===== src/rtl/data_pattern_generator.sv =====
`timescale 1ns/1ps
// PRBS word source with an Avalon-MM CSR slave and a valid/ready stream output.
//
// state | meaning
// ------+-------------------------------------------------------------
// IDLE  | stream off, aso_valid low, waiting for ENABLE
// LOAD  | latch SEL, seed the LFSR, compute the first word (one cycle)
// RUN   | present words, advance on every accepted transfer
module data_pattern_generator #(
  parameter int          DATA_W  = 64,
  parameter logic [31:0] VERSION = 32'h0001_0000
) (
  input  logic              csr_clk_clk,
  input  logic              reset_reset,
  input  logic [2:0]        csr_slave_address,
  input  logic              csr_slave_write,
  input  logic              csr_slave_read,
  input  logic [3:0]        csr_slave_byteenable,
  input  logic [31:0]       csr_slave_writedata,
  output logic [31:0]       csr_slave_readdata,
  output logic [DATA_W-1:0] aso_data,
  output logic              aso_valid,
  input  logic              aso_ready
);

  typedef enum logic [1:0] {IDLE, LOAD, RUN} state_t;

  state_t            state, state_next;
  logic              ctrl_enable;
  logic [1:0]        ctrl_sel;
  logic              inject_pending;
  logic [30:0]       seed;
  logic [63:0]       word_count;
  logic [31:0]       words_hi_shadow;
  logic [1:0]        run_sel;
  logic [30:0]       lfsr;
  logic [DATA_W-1:0] data_q;
  logic              valid_q;
  logic              valid_next;
  logic              advance;
  logic [31:0]       rd_mux;
  logic [30:0]       seed_masked;
  logic [30:0]       seed_init;
  logic [1:0]        gen_sel;
  logic [30:0]       gen_state;
  logic [DATA_W-1:0] gen_word;
  logic [30:0]       s;
  logic              fb;
  logic              wd_unused;

  logic wr_ctrl, wr_seed, wr_clear, xfer;
  assign wr_ctrl   = csr_slave_write && (csr_slave_address == 3'd0);
  assign wr_seed   = csr_slave_write && (csr_slave_address == 3'd2);
  assign wr_clear  = csr_slave_write && (csr_slave_address == 3'd5)
                     && csr_slave_byteenable[0] && csr_slave_writedata[0];
  assign xfer      = valid_q && aso_ready;
  assign wd_unused = csr_slave_writedata[31];

  function automatic logic [30:0] order_mask(input logic [1:0] sel);
    case (sel)
      2'd0:    order_mask = 31'h0000_007F;
      2'd1:    order_mask = 31'h0000_7FFF;
      2'd2:    order_mask = 31'h007F_FFFF;
      default: order_mask = 31'h7FFF_FFFF;
    endcase
  endfunction

  // Seed trimmed to the selected order; an all-zero seed would lock the LFSR, so use all-ones.
  always_comb begin
    seed_masked = seed & order_mask(ctrl_sel);
    seed_init   = (seed_masked == 31'd0) ? order_mask(ctrl_sel) : seed_masked;
  end

  // DATA_W serial Fibonacci steps unrolled; first feedback bit lands in bit 0.
  always_comb begin
    gen_sel  = (state == LOAD) ? ctrl_sel : run_sel;
    s        = (state == LOAD) ? seed_init : lfsr;
    fb       = 1'b0;
    gen_word = '0;
    for (int i = 0; i < DATA_W; i++) begin
      case (gen_sel)
        2'd0:    fb = s[6]  ^ s[5];
        2'd1:    fb = s[14] ^ s[13];
        2'd2:    fb = s[22] ^ s[17];
        default: fb = s[30] ^ s[27];
      endcase
      s = {s[29:0], fb} & order_mask(gen_sel);
      gen_word[i] = fb;
    end
    gen_state = s;
  end

  // Next-state and stream control.
  always_comb begin
    state_next = state;
    valid_next = valid_q;
    advance    = 1'b0;
    case (state)
      IDLE: begin
        valid_next = 1'b0;
        if (ctrl_enable) state_next = LOAD;
      end
      LOAD: begin
        advance    = 1'b1;
        valid_next = 1'b1;
        state_next = RUN;
      end
      RUN: begin
        if (!ctrl_enable) begin
          state_next = IDLE;
          valid_next = 1'b0;
        end else if (xfer) begin
          advance = 1'b1;
        end
      end
      default: begin
        state_next = IDLE;
        valid_next = 1'b0;
      end
    endcase
  end

  // FSM, LFSR and output word registers.
  always_ff @(posedge csr_clk_clk or posedge reset_reset) begin
    if (reset_reset) begin
      state   <= IDLE;
      valid_q <= 1'b0;
      data_q  <= '0;
      lfsr    <= '1;
      run_sel <= 2'd0;
    end else begin
      state   <= state_next;
      valid_q <= valid_next;
      if (advance) begin
        data_q <= gen_word;
        lfsr   <= gen_state;
      end
      if (state == LOAD) run_sel <= ctrl_sel;
    end
  end

  // The pending error flips bit 0 of whatever word is on offer, so the accepted one carries it.
  assign aso_data  = data_q ^ {{(DATA_W-1){1'b0}}, inject_pending & valid_q};
  assign aso_valid = valid_q;

  // CSR writes, inject flag and transfer counter.
  always_ff @(posedge csr_clk_clk or posedge reset_reset) begin
    if (reset_reset) begin
      ctrl_enable    <= 1'b0;
      ctrl_sel       <= 2'd0;
      inject_pending <= 1'b0;
      seed           <= '0;
      word_count     <= '0;
    end else begin
      if (wr_ctrl && csr_slave_byteenable[0]) begin
        ctrl_enable <= csr_slave_writedata[0];
        ctrl_sel    <= csr_slave_writedata[2:1];
      end
      inject_pending <= (inject_pending && !xfer)
                        || (wr_ctrl && csr_slave_byteenable[1] && csr_slave_writedata[8]);
      if (wr_seed) begin
        if (csr_slave_byteenable[0]) seed[7:0]   <= csr_slave_writedata[7:0];
        if (csr_slave_byteenable[1]) seed[15:8]  <= csr_slave_writedata[15:8];
        if (csr_slave_byteenable[2]) seed[23:16] <= csr_slave_writedata[23:16];
        if (csr_slave_byteenable[3]) seed[30:24] <= csr_slave_writedata[30:24];
      end
      if (wr_clear)  word_count <= '0;
      else if (xfer) word_count <= word_count + 64'd1;
    end
  end

  // Read mux.
  always_comb begin
    case (csr_slave_address)
      3'd0:    rd_mux = {29'd0, ctrl_sel, ctrl_enable};
      3'd1:    rd_mux = {30'd0, inject_pending, state == RUN};
      3'd2:    rd_mux = {1'b0, seed};
      3'd3:    rd_mux = word_count[31:0];
      3'd4:    rd_mux = words_hi_shadow;
      3'd6:    rd_mux = VERSION;
      default: rd_mux = 32'd0;
    endcase
  end

  // Registered read data; reading WORDS_LO freezes the upper half for a coherent 64-bit read.
  always_ff @(posedge csr_clk_clk or posedge reset_reset) begin
    if (reset_reset) begin
      csr_slave_readdata <= 32'd0;
      words_hi_shadow    <= 32'd0;
    end else if (csr_slave_read) begin
      csr_slave_readdata <= rd_mux;
      if (csr_slave_address == 3'd3) words_hi_shadow <= word_count[63:32];
    end
  end

endmodule


===== config.mk =====
export PLATFORM = sky130hd
export DESIGN_NAME = data_pattern_generator
export DESIGN_NICKNAME = d
export VERILOG_FILES = /design/src/rtl/data_pattern_generator.sv
export SDC_FILE = /design/constraint.sdc
export NUM_CORES = 1
export LEC_CHECK = 0
export CORE_MARGIN = 2
export CORE_UTILIZATION = 25
export DETAILED_ROUTE_END_ITERATION = 16
export PLACE_DENSITY_LB_ADDON = 0.12
export SLEW_MARGIN = 20
export SYNTH_ARGS = -nofsm -noshare
export SYNTH_HDL_FRONTEND = slang
export SYNTH_SLANG_ARGS = --single-unit
export TNS_END_PERCENT = 100

===== constraint.sdc =====
create_clock -name csr_clk_clk -period 9.6 [get_ports csr_clk_clk]
set_input_delay 2.88 -clock csr_clk_clk [delete_from_list [all_inputs] [get_ports csr_clk_clk]]
set_output_delay 2.88 -clock csr_clk_clk [all_outputs]
set_load 0.02 [all_outputs]

== Yosys cells after proc, flatten, opt, wreduce, memory -nomap -nowiden ==
Index checks and enable logic that the tools add are counted.
Word-level totals
  register bits: 263
  bits of input ports: 44
  logic and storage cells: 457
Operators by class
  add/sub/neg operators: 1
  equal/unequal tests: 14
  multiplexer cells: 80
  bitwise logic cells: 323
  reduce and logical (&&, ||, !) cells: 24
Operator list (number)
  bitwise AND 31 bit: 65
  bitwise XOR 1 bit: 256
  one-hot mux 1 bit (3 select lines): 64
  one-hot mux 32 bit (6 select lines): 1
  one-hot mux 31 bit (3 select lines): 2
  two-way mux 64 bit: 2
  adder 64 x 1 -> 64 bit (second input constant): 1
  bitwise XOR 64 x 1 -> 64 bit: 1
  two-way mux 31 bit: 2
  logical NOT 31 bit: 1
  AND reduction 2 bit: 6
  logical AND 1 bit: 10
  == test 3 bit (second input constant): 3
  == test 2 x 1 -> 1 bit (second input constant): 3
  == test 2 bit (second input constant): 3
  == test 3 x 2 -> 1 bit (second input constant): 2
  logical NOT 2 bit: 3
  two-way mux 2 bit: 3
  one-hot mux 2 bit (3 select lines): 1
  inequality test 2 bit (second input constant): 2
  one-hot mux 1 bit (2 select lines): 2
  == test 3 x 1 -> 1 bit (second input constant): 1
  logical NOT 3 bit: 1
  two-way mux 1 bit: 3
  4 further kinds: 4

== Depth between registers and ports, before layout ==
  depth after elaboration: 198
  mapped depth: 32
  gate-level depth less buffers: 27

== Least setup slack after synthesis ==
Ideal clock, no wire load.
  path type: flip-flop to flip-flop
  start point: reg state[1]
  end point: reg data_q[61]
  data arrival time: 6739 ps
  path slack: 2734 ps
  cell stages (with the launch flop): 29
  clock period less this slack: 6866 ps
  cell sequence: dfrtp_1 inv_1 ha_1 buf_6 mux2i_2 clkinv_1 nor2_2 nand2_1 o21ai_2 nand2_1 xnor2_2 a211o_2 clkbuf_8 or4_4 a31oi_2 o21ai_2 a211oi_1 a211oi_2 nor2_2 xor2_1 o21ai_0 nand2_2 xnor2_1 nand2b_1 a221oi_2 nor3_1 or3b_4 xnor2_1 a221o_2
Between the ends
  cells in the longest elaborated chain, start to end: 87
RTL lines
  start: declaration: RTL line 28  | state_t state, state_next;
  start signal: assignment: RTL line 132  | state <= state_next;
  == test 2 x 1 -> 1 bit: RTL line 76, 77, 98
  two-way mux 2 bit
  == test 2 bit, or another cell as far along: RTL line 60, 81
  one-hot mux 31 bit (3 select lines): RTL line 60  | case (sel)
  bitwise AND 31 bit: RTL line 87  | s = {s[29:0], fb} & order_mask(gen_sel);
  bitwise XOR 1 bit (on tied branches): RTL line 85, 83, 84
  one-hot mux 1 bit (3 select lines): RTL line 81  | case (gen_sel)
  bitwise AND 31 bit (6 in a row): RTL line 87
  [56 not listed]
  bitwise XOR 1 bit: RTL line 82  | 2'd0: fb = s[6] ^ s[5];
  one-hot mux 1 bit (3 select lines): RTL line 81
  bitwise AND 31 bit (6 in a row): RTL line 87
  bitwise XOR 1 bit: RTL line 82
  one-hot mux 1 bit (3 select lines): RTL line 81
  bitwise AND 31 bit (6 in a row): RTL line 87
  bitwise XOR 1 bit: RTL line 82
  one-hot mux 1 bit (3 select lines): RTL line 81
  end signal: assignment: RTL line 135  | data_q <= gen_word;
  end: declaration: RTL line 37  | logic [DATA_W-1:0] data_q;
Several ways; a longest one is shown, not always the timed one.
A chain may end at the register's enable or synchronous reset.

== Final worst setup path ==
  start point: reg ctrl_sel[1]
  end point: reg data_q[61]
Between the ends
  cells in the longest elaborated chain, start to end: 89
RTL lines
  start: declaration: RTL line 30  | logic [1:0] ctrl_sel;
  start signal: assignment: RTL line 157  | ctrl_sel <= csr_slave_writedata[2:1];
  == test 2 bit, or another cell as far along: RTL line 60
  one-hot mux 31 bit (3 select lines): RTL line 60
  bitwise AND 31 bit: RTL line 70  | seed_masked = seed & order_mask(ctrl_sel);
  logical NOT 31 bit: RTL line 71  | seed_init = (seed_masked == 31'd0) ? order_mask(ctrl_sel) : seed_masked;
  two-way mux 31 bit: RTL line 71
  two-way mux 31 bit: RTL line 77  | s = (state == LOAD) ? seed_init : lfsr;
  bitwise XOR 1 bit, or another cell as far along: RTL line 85  | default: fb = s[30] ^ s[27];
  one-hot mux 1 bit (3 select lines), or another cell as far along: RTL line 81
  [64 not listed]
  bitwise AND 31 bit or one-hot mux 1 bit (3 select lines) (tied branches): RTL line 87, 81
  bitwise AND 31 bit (5 in a row): RTL line 87
  bitwise XOR 1 bit or bitwise AND 31 bit (tied branches): RTL line 82, 87
  one-hot mux 1 bit (3 select lines) or bitwise XOR 1 bit (tied branches): RTL line 81, 82
  bitwise AND 31 bit or one-hot mux 1 bit (3 select lines) (tied branches): RTL line 87, 81
  bitwise AND 31 bit (6 in a row): RTL line 87
  bitwise XOR 1 bit: RTL line 82
  one-hot mux 1 bit (3 select lines) (*): RTL line 81
Every way passes the cells marked *; elsewhere a longest branch is shown, timed or not.

==> flow_summary.toml <==
[run_status]
status = "finished clean"

[cells_and_area]
final_cell_mix = "232 x dfrtp_1, 231 x nand2_1, 162 x nor2_1"
area_growth_pct = 16.3
num-fill-cells = 7753
n_antenna_cell = 0
final_common_cell = "dfrtp_1"
drive_gt1_share_pct = 17.3
final_cells = 3046
final_cell_area_um2 = 21400
nets = 2111

[synth]
yosys_warnings = 0
seq_area_frac_synth_pct = 36.0
synth_cells = 1999
synth_area_per_cell_um2 = 9.19
ys_seq_elements = 263
syn-num-nets = 2048
synthFlopType = "dfrtp_1"
synth-edff-count = 0
async_flop_share_pct = 100
syn_area_um2 = 18400
synth.distinct_cells = 130

[cts]
htreeDepth = 2
root_buffer = "clkbuf_16"
post_cts.repair.setup_buffers = 0
cts.sinks = 263
path_clk_slew_ps = 50
clk_path_buf_depth = 3
postCtsHoldBufs = 0
cts_resized = 0
cts_tree = "yes"
clk_latency_ps = 570
numCtsBuffers = 36

[setup_path]
cp_max_fo = 19
cp_slowest_cell = "dfrtp_1"
max_stage_delay_ps = 860
path_delay_family = "compound AO/OA/AOI/OAI gates"
cp.arrival_ps = 8740
critPathKind = "reg -> reg"
crit_path_end_kind = "register"
path_buf_inv = 2
crit_path_start_kind = "register"
worstPathRequired_ps = 10040

[timing]
hold_viol_final = 0
fmax_mhz = 121
fin_tns_setup_ps = 0
rsz0062_at_grt = "no"
relSlewSlack_pct = 33.3
drv_slew = 0
worst_pin_slew_ps = 994
min_period_ps = 8300
final-setup-viol-count = 0
period_share_pct = 86.4
skew_ps = 24.9
timing.hold.ws_ps = 461

[drt]
postRouteAntennaNets = 0
vias = 15100
dr.pass1.iters = 5
wirelength_um = 67800
wire_per_inst_um = 22.3
drc = 0
first_iter_violations = 981
avgViaCountPerCell = 4.96

[placed_design]
placed_area_um2 = 20100
dp_hpwl_um = 49100
port_buffers = 139
placed_cells = 2983
gp_congestion = 0.864

[grt]
grt_max_degree = 139
grt_pass1_vias = 15000
grt_antenna_before_repair = 2
grt_pass1_wl_um = 102000
overflow = 0
grt_usage_pct = 17.9

[hold_path]
min_path_type = "reg -> reg"

[floorplan]
die_area_um2 = 75700
fp.dieH_um = 275
start_util_pct = 25.2
io_pins = 141
rows = 99
core_um2 = 72800
fp.dieW_um = 275

[run]
maxCapViolCount = 0
## layer usage
layer	part of all wire, %	vias up	global-route usage [%]
met5	0.040	-	0
met1	49	7600	26.3
met2	44	349	27.4
met3	4.2	90	2.51
li1	-	7071	-
met4	2.1	4	4.34
## registers in the layout, indices dropped and copies added, names as in the netlist
signal / cells
data_q: 64
word_count: 64
csr_slave_readdata: 32
words_hi_shadow: 32
lfsr: 31
seed: 31
ctrl_sel: 2
run_sel: 2
state: 2
aso_valid: 1
ctrl_enable: 1
inject_pending: 1
## logic make-up after synthesis
family,Yosys count,share of synthesized area (%)
and+or+nand+nor,648,17.5
buffers and inverters,223,8.33
muxes,110,6.74
xor gates and xnor gates,250,12.3
adders and majority gates,5,0.341
AOI/OAI and AO/OA,500,18.8
DFF,263,36.0
## cell usage after synthesis (all sizes together), types with 11 or more instances
cell type  instances  area share (%)
or3               22            0.76
inv               46            0.94
nor3              32             1.0
xor2             114             5.6
and3              14            0.52
o21ai            165             4.9
nand2            241             5.0
nand2b            15            0.52
o211ai            20            0.90
and2              15            0.54
nand4             24            0.82
nor2             175             3.8
nand3             45             1.4
clkbuf            81             3.5
a211oi            16            0.97
o221ai            11            0.56
a21oi            116             3.4
mux2i             37             2.1
dfstp             31             4.4
buf               94             3.9
a31oi             13            0.58
a21o              13            0.55
mux2              71             4.4
nor2b             15            0.51
o22ai             49             1.8
dfrtp            232              32
xnor2            136             6.7
## worst paths after layout
kind                             startpoint         end  slack (ps)  cells past startpoint
worst max-delay path            ctrl_sel[1]  data_q[61]        1300                     25
worst min-delay path               lfsr[18]    lfsr[18]         460                      2
worst max register to register  ctrl_sel[1]  data_q[61]        1300                     25
worst min register to register     lfsr[18]    lfsr[18]         460                      2
max in group asynchronous       reset_reset  data_q[47]        5460                      3
min in group asynchronous       reset_reset    seed[28]        2860                      2
## cell type report
type / instances / area (um^2) / share of cell area (%)
Clock inverter: 11 / 193 / 0.902
Timing Repair Buffer: 200 / 1860 / 8.69
Tap cell: 959 / 1200 / 5.62
Multi-Input combinational cell: 1513 / 10300 / 48.1
Inverter: 48 / 184 / 0.861
Clock buffer: 52 / 1040 / 4.87
Sequential cell: 263 / 6620 / 31.0
## worst register-to-register path, stage by stage (launching register included)
cell,delay (ps)
dfrtp_1,860
nand2_1,190
o22ai_2,630
or3_1,420
nor2_1,230
o22ai_4,470
xnor2_2,200
a211o_2,470
or4_4,470
a31oi_2,200
buf_4,210
o21ai_2,90
a211oi_1,280
a211oi_2,170
nor2_2,520
xor2_1,430
o21ai_0,170
nand2_2,300
xnor2_1,210
nor4b_1,340
a221oi_2,60
buf_4,210
o21ai_0,80
or3b_4,430
xnor2_1,170
a221o_2,380
## metrics by stage
step	util [%]	worst slack [ps]
finish	29.3	1300
detailed placement	27.6	1440
global placement	27.6	1470
floorplan	-	2730
global route	29.3	830
CTS	29.3	1390
Power is left out: the tool's default activity adds up to more than one toggle a clock period on the data nets, which glitch-free logic cannot reach.
